## config.mk

```make
export PLATFORM = sky130hd
export DESIGN_NAME = controle_mult
export DESIGN_NICKNAME = d
export VERILOG_FILES = /design/src/rtl/controle_mult.sv
export SDC_FILE = /design/constraint.sdc
export NUM_CORES = 1
export LEC_CHECK = 0
export ABC_AREA = 1
export BUFFER_PORTS_ARGS = -buffer_cell sky130_fd_sc_hd__clkbuf_2
export CORE_AREA = 2 2 39 41
export DETAILED_ROUTE_END_ITERATION = 16
export DIE_AREA = 0 0 41 43
export GPL_TIMING_DRIVEN = 1
export PLACE_DENSITY_LB_ADDON = 0.05
export SLEW_MARGIN = 20
export SYNTH_ARGS = -nofsm -noshare
export SYNTH_HDL_FRONTEND = slang
export SYNTH_SLANG_ARGS = --single-unit
```

## constraint.sdc

```tcl
create_clock -name Clk -period 1.2 [get_ports Clk]
set_clock_uncertainty 0.1 [all_clocks]
set_input_delay 0.24 -clock Clk [delete_from_list [all_inputs] [get_ports Clk]]
set_output_delay 0.24 -clock Clk [all_outputs]
set_load 0.01 [all_outputs]
```

## src/rtl/controle_mult.sv

```systemverilog
// Shift-add multiplier control: Moore FSM plus iteration counter driving ACC's Load/Ad/Sh strobes.
// Define CONTROLE_DEBUG_EN to expose the state code (Estado) and iteration count (Contagem).
module controle_mult #(
    parameter int unsigned N_BITS = 4
) (
    input  logic Clk,
    input  logic Rst_n,
    input  logic St,
    input  logic M,
    output logic Load,
    output logic Ad,
    output logic Sh,
    output logic Done
`ifdef CONTROLE_DEBUG_EN
    ,
    output logic [2:0]                 Estado,
    output logic [$clog2(N_BITS)-1:0]  Contagem
`endif
);

    localparam int unsigned CW = $clog2(N_BITS);
    localparam logic [CW-1:0] LAST = CW'(N_BITS - 1);

    typedef enum logic [2:0] {
        S_IDLE  = 3'd0,
        S_LOAD  = 3'd1,
        S_CHECK = 3'd2,
        S_ADD   = 3'd3,
        S_SHIFT = 3'd4,
        S_DONE  = 3'd5
    } state_t;

    state_t        state;
    state_t        next;
    logic [CW-1:0] count;

    always_ff @(posedge Clk or negedge Rst_n) begin
        if (!Rst_n) begin
            state <= S_IDLE;
        end else begin
            state <= next;
        end
    end

    // Counter restarts on every load and saturates at the last iteration.
    always_ff @(posedge Clk or negedge Rst_n) begin
        if (!Rst_n) begin
            count <= '0;
        end else if (state == S_LOAD) begin
            count <= '0;
        end else if (state == S_SHIFT && count != LAST) begin
            count <= count + 1'b1;
        end
    end

    always_comb begin
        next = state;
        Load = 1'b0;
        Ad   = 1'b0;
        Sh   = 1'b0;
        Done = 1'b0;
        case (state)
            S_IDLE: begin
                if (St) next = S_LOAD;
            end
            S_LOAD: begin
                Load = 1'b1;
                next = S_CHECK;
            end
            S_CHECK: begin
                next = M ? S_ADD : S_SHIFT;
            end
            S_ADD: begin
                Ad   = 1'b1;
                next = S_SHIFT;
            end
            S_SHIFT: begin
                Sh   = 1'b1;
                next = (count == LAST) ? S_DONE : S_CHECK;
            end
            S_DONE: begin
                Done = 1'b1;
                if (!St) next = S_IDLE;
            end
            default: begin
                next = S_IDLE;
            end
        endcase
    end

`ifdef CONTROLE_DEBUG_EN
    assign Estado   = state;
    assign Contagem = count;
`endif

    a_strobes_onehot0: assert property (@(posedge Clk) disable iff (!Rst_n)
        $onehot0({Load, Ad, Sh, Done}));

    a_count_bounded: assert property (@(posedge Clk) disable iff (!Rst_n)
        count <= LAST);

endmodule
```

==> results of run 1 <==
## flip-flops by register name, indices dropped and copies added, names as in the netlist
register  count
state         3
count         2
## how the worst min path moves through the flow
stage | startpoint | end | slack [ns] | depth (start not counted)
after global routing | St | state[0] | 0.21 | 3
after floorplan | Rst_n | count[0] | -0.16 | 0
after CTS | St | state[0] | 0.18 | 3
final | St | state[0] | 0.19 | 3
after detailed placement | Rst_n | state[0] | -0.03 | 1
after global placement | Rst_n | state[2] | -0.04 | 1
## cell usage after synthesis (all sizes together)
library cell / number
nor3: 1
o21ai: 3
nand2: 12
inv: 7
nor2: 4
nand3: 8
ha: 1
dfrtp: 5
## power groups by stage
stage | Sequential (W) | Clock (W) | Combinational (W)
after floorplan | 0.000325 | 0 | 0.000290
after CTS | 0.000330 | 0.000198 | 0.000524
after detailed placement | 0.000325 | 0 | 0.000496
after global placement | 0.000322 | 0 | 0.000499
after global routing | 0.000352 | 0.000208 | 0.000657
final | 0.000341 | 0.000187 | 0.000594
## area by class of cell
class | instances | share of cell area
Clock buffer | 4 | 0.05630
Inverter | 7 | 0.05630
Multi-Input combinational cell | 29 | 0.3405
Sequential cell | 5 | 0.2735
Tap cell | 16 | 0.04290
Timing Repair Buffer | 15 | 0.2306
## worst max-delay path, stage by stage, from the launching register on
cell and delay [ns]:
dfrtp_2 0.46, nor3_4 0.18, buf_2 0.15
## layer usage
layer,up-vias,global-route usage,routed length [um]
met5,-,0,0
met1,148,0.1115,317
li1,169,-,-
met4,0,0.1000,11
met3,2,0.03141,20
met2,3,0.1344,375
## timing repair
action | 4_1_cts | 5_1_grt
resized for setup | 3 | 10
hold buffers | 1 | 0
gates cloned | 0 | 0
setup endpoints to repair | 7 | 7
endpoints found under the hold margin | 5 | 0
pin swaps | 0 | 1
setup buffers | 1 | 2
## per-stage QoR
step	hold WS (ns)	instances	setup WS, ns	TNS, ns
3_3_place_gp	-0.04008	68	0.01952	0
5_1_grt	0.2111	76	-0.2112	-1.090
4_1_cts	0.1828	74	-0.2164	-0.8026
2_1_floorplan	-0.1556	41	0.07135	0
6_report	0.1898	76	-0.1745	-0.6603
3_5_place_dp	-0.03468	68	-0.008394	-0.01640
## cell families after synthesis
kind of cell             after synthesis  share of synthesized area
flip-flops                             5                     0.4167
adder cells (fa/ha/maj)                1                    0.04166
buffers and inverters                  7                    0.08752
AO/OA/AOI/OAI                          3                    0.04999
AND/OR/NAND/NOR                       25                     0.4041
==> flow_summary.toml, run 1 <==
[timing]
period_share = 1.145
fin_ws_ns = -0.1745
final_max_slew_viol_count = 0
setup_violations = 6
finalHoldViolCount = 0
clock.fmax_mhz = 727.6
finalCriticalPeriod_ns = 1.374
rsz0062_at_grt = "true"
slew_headroom = 0.8346
worst_pin_slew_ns = 0.2472

[setup_path]
setup.worst_path.end = "Sh"
end_kind = "output port"
reg2reg_setup_slack_ns = 0
r2r_cells = 4
r2r-end = "count[1]"
cp_data_arrival_time_ns = 1.03
start_kind = "register"
required_ns = 0.86
rr_startpoint = "state[0]"
worstSetupPathType = "reg -> out"
crit_start = "state[0]"
critPathMaxFanout = 6

[global_route]
grt_max_degree = 8
antenna_found_initial = 0
track_usage = 0.09899
grt_pass1_vias = 278
grt_overflow = 0
grt_pass1_wl_mm = 1.097

[yosys]
synth_top_area_frac = 0.4167
syn_nets = 46
yosysTopAreaCell = "dfrtp_1"
syn_area_um2 = 300.3
syn_avg_cell_area_um2 = 7.324
ys_seq_area_frac = 0.4167
ys_ff_latch = 5
synthesis.instances = 41
synth_area_leaders = "dfrtp_1 42%, nand2_1 15%, nand3_1 12%, inv_1 8.8%, nor3_4 5.4%"
ys_types = 10
ys_warn_count = 0

[clock_network]
cts-root-buf = "clkbuf_4"
clock-sinks = 5
clock_latency_ns = 0.24
clk_path_buf_depth = 2
cts_max_level = 1
numCtsBuffers = 3
cts_tree = "built"
clk_pin_slew_ns = 0.04

[run]
cap_violations = 0

[routing]
ant_nets = 0
via_per_inst = 4.237
drc = 0
drt-pass1-iter-count = 3
routed_wl_um = 725
dr_total_vias = 322
drt-initial-drc-count = 2
wl_per_cell_um = 9.539

[power]
clkPwrFrac = 0.167
powerDensity_nw_per_um2 = 2403
power_switching_share = 0.4099
cell_internal_pwr_w = 0.0006618
power_frac_seq = 0.304
peakVddDrop_v = 0.0008306
total_power_w = 0.001121
p_leak_nw = 0.2640
p_switching_w = 0.0004597
pwr-share-comb = 0.529

[layout]
final_cell_area_um2 = 466.7
areaGrowthSynthToFinish_pct = 55.42
drive_gt1_frac = 0.4333
seqCellArea_um2 = 127.6
most-common-layout-cells = "12 x nand2_1, 6 x buf_4, 5 x nand3_1"
final_nets = 66
multi_input_area_um2 = 158.9
final_util = 0.3373
layout_commonest_cell = "nand2_1"
diodes = 0
num-fill-cells = 153

[placement]
port_buffers = 7
dpl-instance-area_um2 = 385.4
place.gp.congestion = 0.7230
place_hpwl_um = 565.3

[die]
ioPinCount = 8
die_h_um = 43
start_util = 0.2170
core_um2 = 1384
die_area_um2 = 1763
row_count = 14
dieWidth_um = 41

[min_path]
holdCritPathClass = "in -> reg"

[outcome]
violations = "negative setup slack"
status = "finished, violations left"
(Power assumes the default switching activity.)
==> inputs of run 2 (changes only) <==
==> constraint.sdc (replaced) <==
create_clock -name Clk -period 1.2 [get_ports Clk]
set_clock_uncertainty 0.1 [all_clocks]
set_input_delay 0.12 -clock Clk [delete_from_list [all_inputs] [get_ports Clk]]
set_output_delay 0.12 -clock Clk [all_outputs]
set_load 0.01 [all_outputs]
==> run 2 against run 1 <==
- the run still ends with negative setup slack left
- global-route usage decreased by 0.99 points
- non-clock buffer count decreased by 1
- power increased by 1.1%
- die area unchanged
- largest cell class unchanged
- sequential share of layout area about the same
- flip-flop and latch count unchanged
- combinational power increased by 4.7%
- clock power about the same
- register-to-register slack got worse by 0.05 ns
- cell count decreased by 1.3%
- fmax increased by 7.9%
- core utilization decreased by 0.36 points
- largest power group unchanged
==> flow_summary.toml, run 2 (synthesis gave the netlist of run 1 again) <==
[outcome]
status = "finished, violations left"
violations = "negative setup slack"

[die]
dieWidth_um = 41
ioPinCount = 8
start_util = 0.2170
die_h_um = 43
core_um2 = 1384
row_count = 14
die_area_um2 = 1763

[setup_path]
end_kind = "output port"
start_kind = "register"
cp_data_arrival_time_ns = 1.05
crit_start = "state[0]"
rr_startpoint = "state[0]"
r2r-end = "state[0]"
reg2reg_setup_slack_ns = -0.05
worstSetupPathType = "reg -> out"
critPathMaxFanout = 4
r2r_cells = 7
setup.worst_path.end = "Load"
required_ns = 0.98

[layout]
final_util = 0.3336
layout_commonest_cell = "nand2_1"
final_nets = 65
drive_gt1_frac = 0.4068
top_register = "state"
diodes = 0
most-common-layout-cells = "12 x nand2_1, 5 x nand3_1, 5 x clkbuf_2, 5 x buf_4"
areaGrowthSynthToFinish_pct = 53.75
largest_reg_flops = 3
num-fill-cells = 160
top_regs = "state: 3 flops, count: 2 flops"

[run]
cap_violations = 0

[global_route]
track_usage = 0.08907
grt_pass1_vias = 287
grt_max_degree = 6
antenna_found_initial = 0
grt_overflow = 0
grt_pass1_wl_mm = 1.055

[routing]
drc = 0
wl_per_cell_um = 9.053
drt-initial-drc-count = 3
ant_nets = 0
drt-pass1-iter-count = 4
routed_wl_um = 679
via_per_inst = 4.227
dr_total_vias = 317

[clock_network]
cts_tree = "built"
clk_pin_slew_ns = 0.04
cts-root-buf = "clkbuf_4"
clk_path_buf_depth = 2
numCtsBuffers = 3
clock_latency_ns = 0.23
cts_max_level = 1
clock-sinks = 5

[power]
peakVddDrop_v = 0.0007629
total_power_w = 0.001134
p_leak_nw = 0.2609
powerDensity_nw_per_um2 = 2456

[placement]
place_hpwl_um = 560.7
dp_slack_ns = 0.04011
port_buffers = 7
place.gp.congestion = 0.6837

[timing]
setup_violations = 7
finalCriticalPeriod_ns = 1.274
slew_headroom = 0.8682
worst_pin_slew_ns = 0.1970
holdWs_ns = 0.06035
clock.fmax_mhz = 784.9
fin_ws_ns = -0.07402
period_share = 1.062
rsz0062_at_grt = "true"
finalHoldViolCount = 0
final.setup.tns_ns = -0.3262
final_max_slew_viol_count = 0

[min_path]
hold_depth = 3
holdCritPathClass = "in -> reg"
## run 2: timing repair
action	CTS	global route
setup endpoints to repair	4	7
pin swaps	1	0
setup buffers	2	0
gates resized for setup	8	3
cloned	0	0
hold buffers	1	0
hold endpoints to repair	5	0
## run 2: power by group
group	leakage, nW	switching (W)	internal [W]	total [W]
Sequential	0.0638	0.0000783	0.000248	0.000326
Combinational	0.182	0.000339	0.000283	0.000622
Clock	0.0150	0.0000603	0.000125	0.000185
## run 2: how the worst min path moves through the flow
stage	from	endpoint
3_5_place_dp	Rst_n	state[0]
2_1_floorplan	Rst_n	count[0]
5_1_grt	St	state[0]
3_3_place_gp	Rst_n	state[2]
6_report	St	state[0]
4_1_cts	St	state[0]
## run 2: through the flow
step / cells / area [um2]
floorplan: 41 / 300.3
global placement: 68 / 385.4
detailed placement: 68 / 385.4
CTS: 75 / 459.2
global route: 75 / 461.7
finish: 75 / 461.7
## run 2: final cells by class
type | instances | area [um2] | area share
multi-input combinational | 29 | 166.4 | 0.3604
sequential | 5 | 126.4 | 0.2737
timing repair buffer | 14 | 93.84 | 0.2033
inverter | 7 | 28.78 | 0.06233
clock buffer | 4 | 26.28 | 0.05691
tap | 16 | 20.02 | 0.04336
## run 2: critical path, cell delays in order, from the launching register on
cell and delay, ns:
dfrtp_1 0.41, buf_4 0.16, nand3_4 0.09, inv_1 0.04
clkbuf_2 0.11
## run 2: per-layer routing
metal / vias to the layer above / track usage / share of wire
met5: - / 0 / 0
met2: 3 / 0.1375 / 0.53
met3: 0 / 0.01571 / 0.024
li1: 166 / - / -
met4: 0 / 0.06000 / 0
met1: 148 / 0.1056 / 0.44
==> inputs of run 3 (changes only) <==
==> constraint.sdc (replaced) <==
create_clock -name Clk -period 1.59 [get_ports Clk]
set_clock_uncertainty 0.1 [all_clocks]
set_input_delay 0.318 -clock Clk [delete_from_list [all_inputs] [get_ports Clk]]
set_output_delay 0.318 -clock Clk [all_outputs]
set_load 0.01 [all_outputs]
==> run 3 against run 2 <==
- the flow now finishes without violations
- cell count fell by 8.0%
- combinational power fell by 51%
- register-to-register slack improved by 0.46 ns
- global-route usage fell by 0.22 points
- first-iteration DRC count fell by 33%
- via count fell by 10%
- highest routed layer unchanged
- largest cell class unchanged
- die area did not move
- cell area fell by 14%
==> flow_summary.toml, run 3 (synthesis gave the netlist of run 1 again) <==
[outcome]
status = "complete, no violations"

[routing]
dr_total_vias = 285
drt-initial-drc-count = 2
wl_per_cell_um = 8.913
drc = 0
drt-pass1-iter-count = 2
ant_nets = 0
via_per_inst = 4.130
routed_wl_um = 615

[die]
core_um2 = 1384
start_util = 0.2170
ioPinCount = 8
die_area_um2 = 1763
die_h_um = 43
dieWidth_um = 41
row_count = 14

[timing]
finalCriticalPeriod_ns = 1.525
holdWs_ns = 0.2659
clock.fmax_mhz = 655.8
slew_headroom = 0.8612
final_max_slew_viol_count = 0
final.setup.tns_ns = 0
period_share = 0.9590
setup_violations = 0
finalHoldViolCount = 0
worst_pin_slew_ns = 0.2075

[layout]
top_register = "state"
top_regs = "state: 3 flops, count: 2 flops"
final_cell_area_um2 = 397.9
areaGrowthSynthToFinish_pct = 32.50
drive_gt1_frac = 0.3019
largest_reg_flops = 3
diodes = 0
final_nets = 59
most-common-layout-cells = "12 x nand2_1, 7 x clkbuf_2, 6 x nand3_1"
layout_commonest_cell = "nand2_1"

[global_route]
grt_pass1_wl_mm = 1.000
track_usage = 0.08687
grt_pass1_vias = 265
antenna_found_initial = 0
grt_overflow = 0
grt_max_degree = 8

[setup_path]
rr_startpoint = "count[0]"
path_cells = "inv_2 > nand3_2 > inv_1 > clkbuf_2"
crit_start = "state[2]"
end_kind = "output port"
required_ns = 1.17
start_kind = "register"
slowest_stage = "dfrtp_1"
critPathBufInv = 3
critical-path-max-stage-delay_ns = 0.43
cp_top_family = "flip-flops"
cp_data_arrival_time_ns = 1.11
critPathMaxFanout = 5
worstSetupPathType = "reg -> out"

[placement]
dpl-instance-area_um2 = 355.3
place.gp.congestion = 0.7094
port_buffers = 7
place_hpwl_um = 522.3

[clock_network]
numCtsBuffers = 3
cts_max_level = 1
clock_latency_ns = 0.23
clk_pin_slew_ns = 0.04
clk_path_buf_depth = 2
clock-sinks = 5
cts_tree = "built"
cts-root-buf = "clkbuf_4"
cts_setup_buffers = 0

[min_path]
holdCritPathClass = "in -> reg"
hold_start = "St"

[power]
peakVddDrop_v = 0.0006935
p_leak_nw = 0.2277
powerDensity_nw_per_um2 = 1790

[run]
cap_violations = 0
run 3: worst min-delay path: stages:
cell      delay, ns
clkbuf_2       0.10
nand2_1        0.07
nand2_1        0.07
run 3: worst paths after layout:
kind	to	slack [ns]	depth (start not counted)
worst min register to register	count[0]	0.38	1
min in group asynchronous	state[2]	0.33	2
worst min-delay path	state[0]	0.27	3
max in group asynchronous	state[0]	0.92	2
worst max register to register	state[0]	0.41	5
worst max-delay path	Load	0.07	4
run 3: final cells by class:
type,instances,area (um2)
fill,159,985.9
tap,16,20.02
inverter,7,26.28
clock buffer,4,26.28
multi-input combinational,29,153.9
timing repair buffer,8,45.04
sequential,5,126.4
run 3: what timing repair did:
| action | 4_1_cts | 5_1_grt |
|---|---|---|
| resized for setup | 1 | 3 |
| hold buffers | 1 | 0 |
| setup endpoints to repair | 1 | 2 |
| hold endpoints to repair | 5 | 0 |
run 3: stage by stage:
| stage | util | total power, W | setup WS (ns) | std cells |
|---|---|---|---|---|
| finish | 0.2875 | 0.0007124 | 0.06518 | 69 |
| global route | 0.2875 | 0.0007855 | -0.001878 | 69 |
| CTS | 0.2830 | 0.0007137 | 0.01176 | 69 |
| detailed placement | 0.2568 | 0.0005604 | 0.2259 | 64 |
| global placement | 0.2568 | 0.0005617 | 0.2521 | 64 |
| floorplan | - | 0.0004637 | 0.3833 | 41 |
run 3: power breakdown:
part / leakage, nW / internal, W / switching (W) / total, W
sequential: 0.0638 / 0.000187 / 0.0000801 / 0.000267
combinational: 0.149 / 0.000119 / 0.000186 / 0.000305
clock: 0.0150 / 0.0000945 / 0.0000461 / 0.000141
run 3: layer usage:
| metal | wire length, um | part of all wire | global-route usage | vias up |
|---|---|---|---|---|
| li1 | - | - | - | 155 |
| met1 | 283 | 0.46 | 0.1082 | 127 |
| met2 | 318 | 0.52 | 0.1188 | 3 |
| met3 | 13 | 0.021 | 0.01571 | 0 |
| met4 | 0 | 0 | 0.08000 | 0 |
| met5 | 0 | 0 | 0 | - |
